--- src/rtl/inst_fetch.sv ---
// inst_fetch: instruction fetch stage.
// Holds the PC and fetches one 32-bit word at a time from instruction memory
// over a req/gnt/rvalid handshake, then presents it to decode under a
// valid/ready handshake. A redirect retargets the PC and discards wrong-path
// work.
//
// Ports
//   clk, rst                 clock, synchronous active-high reset
//   imem_req, imem_addr      fetch request / word-aligned address
//   imem_gnt                 memory accepts the request this cycle
//   imem_rvalid, imem_rdata  fetch response
//   redirect_valid/_pc       control-flow redirect (target low bits forced to 0)
//   inst_ready               decode consumes the held instruction
//   inst_valid, inst,
//   inst_pc, inst_pcplus4    instruction presented to decode
//
// state   | meaning
// --------+----------------------------------------------------------
// S_RESET | held in reset; leaves on the first cycle with rst low
// S_FETCH | request pc, waiting for a grant
// S_WAIT  | one request outstanding, waiting for its response
// S_VALID | instruction held and presented to decode
module inst_fetch #(
   parameter int              XLEN     = 32,
   parameter logic [XLEN-1:0] RESET_PC = '0,
   parameter logic [31:0]     NOP_INST = 32'h0000_0013
) (
   input  logic            clk,
   input  logic            rst,
   output logic            imem_req,
   output logic [XLEN-1:0] imem_addr,
   input  logic            imem_gnt,
   input  logic            imem_rvalid,
   input  logic [31:0]     imem_rdata,
   input  logic            redirect_valid,
   input  logic [XLEN-1:0] redirect_pc,
   input  logic            inst_ready,
   output logic            inst_valid,
   output logic [31:0]     inst,
   output logic [XLEN-1:0] inst_pc,
   output logic [XLEN-1:0] inst_pcplus4
);

   localparam logic [1:0] S_RESET = 2'd0;
   localparam logic [1:0] S_FETCH = 2'd1;
   localparam logic [1:0] S_WAIT  = 2'd2;
   localparam logic [1:0] S_VALID = 2'd3;

   logic [1:0]      state;
   logic [XLEN-1:0] pc;
   logic [XLEN-1:0] inst_pc_q;
   logic [31:0]     inst_q;
   logic            discard;
   logic [XLEN-1:0] redirect_tgt;
   logic [1:0]      unused_redirect_low;

   assign redirect_tgt        = {redirect_pc[XLEN-1:2], 2'b00};
   assign unused_redirect_low = redirect_pc[1:0];

   always_ff @(posedge clk) begin
      if (rst) begin
         state     <= S_RESET;
         pc        <= RESET_PC;
         inst_pc_q <= RESET_PC;
         inst_q    <= NOP_INST;
         discard   <= 1'b0;
      end else begin
         case (state)
            S_RESET: state <= S_FETCH;
            S_FETCH: begin
               if (redirect_valid) pc <= redirect_tgt;
               if (imem_gnt) begin
                  state   <= S_WAIT;
                  // a grant taken alongside a redirect fetched the old path
                  discard <= redirect_valid;
               end
            end
            S_WAIT: begin
               if (redirect_valid) pc <= redirect_tgt;
               if (imem_rvalid) begin
                  discard <= 1'b0;
                  if (!discard && !redirect_valid) begin
                     inst_q    <= imem_rdata;
                     inst_pc_q <= pc;
                     state     <= S_VALID;
                  end else begin
                     state <= S_FETCH;
                  end
               end else if (redirect_valid) begin
                  discard <= 1'b1;
               end
            end
            S_VALID: begin
               if (redirect_valid) begin
                  pc    <= redirect_tgt;
                  state <= S_FETCH;
               end else if (inst_ready) begin
                  pc    <= pc + XLEN'(4);
                  state <= S_FETCH;
               end
            end
            default: state <= S_RESET;
         endcase
      end
   end

   assign imem_req     = (state == S_FETCH);
   assign imem_addr    = pc;
   assign inst_valid   = (state == S_VALID);
   assign inst         = inst_valid ? inst_q : NOP_INST;
   assign inst_pc      = inst_pc_q;
   assign inst_pcplus4 = inst_pc_q + XLEN'(4);

endmodule

--- config.mk ---
export PLATFORM = sky130hd
export DESIGN_NAME = inst_fetch
export DESIGN_NICKNAME = d
export VERILOG_FILES = /design/src/rtl/inst_fetch.sv
export SDC_FILE = /design/constraint.sdc
export NUM_CORES = 1
export LEC_CHECK = 0
export BUFFER_PORTS_ARGS = -buffer_cell sky130_fd_sc_hd__buf_4
export CELL_PAD_IN_SITES_DETAIL_PLACEMENT = 0
export CELL_PAD_IN_SITES_GLOBAL_PLACEMENT = 1
export CORE_ASPECT_RATIO = 1.1
export CORE_MARGIN = 5
export CORE_UTILIZATION = 34
export CTS_CLUSTER_DIAMETER = 120
export DETAILED_ROUTE_END_ITERATION = 7
export PLACE_DENSITY = 0.88
export SYNTH_ARGS = -nofsm -noshare
export SYNTH_HDL_FRONTEND = slang
export SYNTH_SLANG_ARGS = --single-unit
--- constraint.sdc ---
create_clock -name clk -period 2.4 [get_ports clk]
set_input_delay 0.12 -clock clk [delete_from_list [all_inputs] [get_ports clk]]
set_output_delay 0.12 -clock clk [all_outputs]
set_load 0.1 [all_outputs]
==> out/metrics.yaml <==
grt_pass1_wl_um: 26900
antenna_found_initial: 0
post_synth.cell_area_avg_um2: 7.38
numCtsBuffers: 9
die_area_um2: 17800
crit_path_end_kind: "output port"
syn-cell-area_um2: 5190
die_width_um: 128
route.detailed.wl_per_inst_um: 15.5
critPathMaxFanout: 6
max_stage_delay_ns: 0.39
max_slew.worst_pin.slew_ns: 0.690
root_buffer: "clkbuf_16"
period_share: 0.961
syn2layout_area_growth_pct: 50.6
max_freq_mhz: 434
layout.nets: 956
p_int_uw: 2680
hold_path.class: "input port to register"
switching_share: 0.386
p_comb_frac: 0.270
layout_commonest_cell: "buf_4"
ys_ff_latch: 95
cellPowerDensity_nw_per_um2: 559
finalCriticalPeriod_ns: 2.31
leakagePower_uw: 0.00324
drt_first_pass_iters: 4
maxSlewHeadroom: 0.538
cp.required_ns: 2.28
final_core_util: 0.521
clk-insertion-delay-late_ns: 0.34
synth_edf_count: 0
routed_wl_um: 16800
register_area_um2: 2020
ir_worst_vdd_mv: 0.300
fin_skew_ns: 0.00959
drt_iter0_drc: 351
dp.cells: 1058
status: "completed"
critPathLaunchType: "register"
start_util: 0.346
seq_area_frac_synth: 0.367
grt_max_degree: 63
post_route_cells_drive_above_1_share: 0.368
drv_cap: 0
worstSetupPathType: "register to output port"
die_y_um: 140
num-fill-cells: 1456
vias: 5495
stdcell_area_um2: 7820
dpl_cell_area_um2: 7370
critPathSlowestCell: "dfxtp_4"
core_area_um2: 15000
grt_pass1_vias: 5165
num_rows: 47
hold_ws_ns: 0.0200
post_drt_via_cell_ratio: 5.08
gp_congestion: 0.790
multiInputGateArea_um2: 3500
dp_hpwl_um: 12200
antennaDiodeCount: 0
seqPwrFrac: 0.414
cts_buffer_depth: 2
pwr-share-clk: 0.316
portBuffers: 191
route.detailed.drc: 0
rsz0062_at_grt: "true"
cts_max_level: 3
path_clk_slew_ns: 0.08
cts_tree: "yes"
slew_violations: 0
p_switching_uw: 1680
synthArstFlopShare: 0
yosysUniqueCellTypes: 59
numClockSinks: 95
ant_nets: 0
stdcell_count: 1081
cp_data_arrival_time_ns: 2.19
setup_viol: 0
io-pin-count: 200
hold_viol_final: 0
grt_usage: 0.183
final_cell_mix: "buf_4 (200), nand2_1 (172), a21oi_1 (82)"
cp_cell_sequence: "nand2_1, nor4_4, and3_4, nand4_1, xnor2_4, buf_12"
grt-ovfl-total: 0
yosysWarnings: 0
syn-instance-count: 703
ys.flop_type: "dfxtp_1"
## registers in the layout, summed over array words and instances (netlist names)
name       count
discard        1
inst_q        32
imem_addr     30
inst_pc       30
state          2
## repair_timing
action | 4_1_cts | 5_1_grt
hold buffers | 3 | 0
setup buffers | 4 | 0
gates resized for setup | 13 | 11
endpoints found under the setup margin | 15 | 11
pin swaps | 7 | 3
endpoints found under the hold margin | 3 | 0
## cells by family (layout without fill, tap and decap cells)
kind of cell / count (synthesis) / count (layout) / synth area share
xor+xnor: 28 / 28 / 0.0473
flops: 95 / 95 / 0.367
simple gates: 356 / 356 / 0.332
other cells: 1 / 6 / 0.000723
buf+inv: 63 / 240 / 0.0523
mux: 10 / 10 / 0.0195
compound gates: 144 / 144 / 0.167
fa+ha+maj: 6 / 6 / 0.0145
## cells in the mapped netlist (all sizes together) (2+ instances only)
| master | instances | area (µm²) |
|---|---|---|
| inv | 9 | 33.8 |
| and3 | 10 | 62.6 |
| nor2 | 48 | 180 |
| nand2b | 8 | 50.1 |
| xor2 | 7 | 61.3 |
| dfxtp | 95 | 1900 |
| nor3b | 2 | 15.0 |
| nor3 | 11 | 60.1 |
| a22oi | 4 | 30.0 |
| nand2 | 173 | 649 |
| ha | 6 | 75.1 |
| o32ai | 3 | 33.8 |
| xnor2 | 21 | 184 |
| a31oi | 4 | 25.0 |
| nor2b | 3 | 18.8 |
| nand4 | 20 | 146 |
| o21a | 5 | 37.5 |
| nand3 | 30 | 155 |
| and2 | 35 | 219 |
| a32oi | 2 | 17.5 |
| clkbuf | 41 | 155 |
| o221ai | 2 | 17.5 |
| mux2i | 9 | 90.1 |
| o22ai | 6 | 37.5 |
| a21oi | 82 | 410 |
| and4 | 4 | 35.0 |
| a21o | 3 | 22.5 |
| a211oi | 4 | 30.0 |
| a311oi | 4 | 35.0 |
| buf | 13 | 82.6 |
| or4 | 4 | 30.0 |
| o21ai | 15 | 75.1 |
| nor4 | 4 | 61.3 |
## per-stage QoR
stage	power [µW]	TNS [ns]	setup slack, ns
finish	4370	0	0.0944
global route	4560	-0.0359	-0.0359
CTS	4410	-0.00121	-0.00121
detailed placement	3020	0	0.135
global placement	3010	0	0.163
floorplan	2680	-0.0415	-0.0337
## routing by layer
metal  track usage  vias up  share of wire
met5             0        -              0
li1              -     2761              -
met1         0.244     2539           0.43
met2         0.284      184           0.47
met3        0.0602       11          0.090
met4        0.0525        0         0.0086
## worst paths after layout
check	from	cells after the start	slack (ns)	end
worst max-delay path	inst_pc[2]$_SDFFE_PP0P_	6	0.09	inst_pcplus4[19]
worst max register to register	imem_addr[2]$_SDFFE_PP0P_	6	0.17	imem_addr[30]$_SDFFE_PP0P_
worst min register to register	inst_q[23]$_SDFFE_PP0P_	2	0.45	inst_q[23]$_SDFFE_PP0P_
worst min-delay path	imem_rdata[25]	3	0.02	inst_q[25]$_SDFFE_PP0P_
## worst max-delay path: cells and delay by family (launching register included)
kind	cells	cell delay (ns)
simple gates	4	1.00
flops	1	0.39
xor+xnor	1	0.25
buf+inv	1	0.19
## power groups by stage
stage | Clock (µW) | Sequential (µW) | Combinational (µW)
after global routing | 1490 | 1820 | 1250
after detailed placement | 0 | 1840 | 1180
final | 1380 | 1810 | 1180
after CTS | 1420 | 1800 | 1180
after global placement | 0 | 1840 | 1170
after floorplan | 0 | 2260 | 423
## final cells by class
type	count	share of cell area
multi-input combinational	550	0.447
timing repair buffer	215	0.223
inverter	9	0.00432
tap	196	0.0314
clock inverter	7	0.00704
sequential	95	0.258
clock buffer	9	0.0288
No activity file was read; power rests on OpenSTA's default activity.
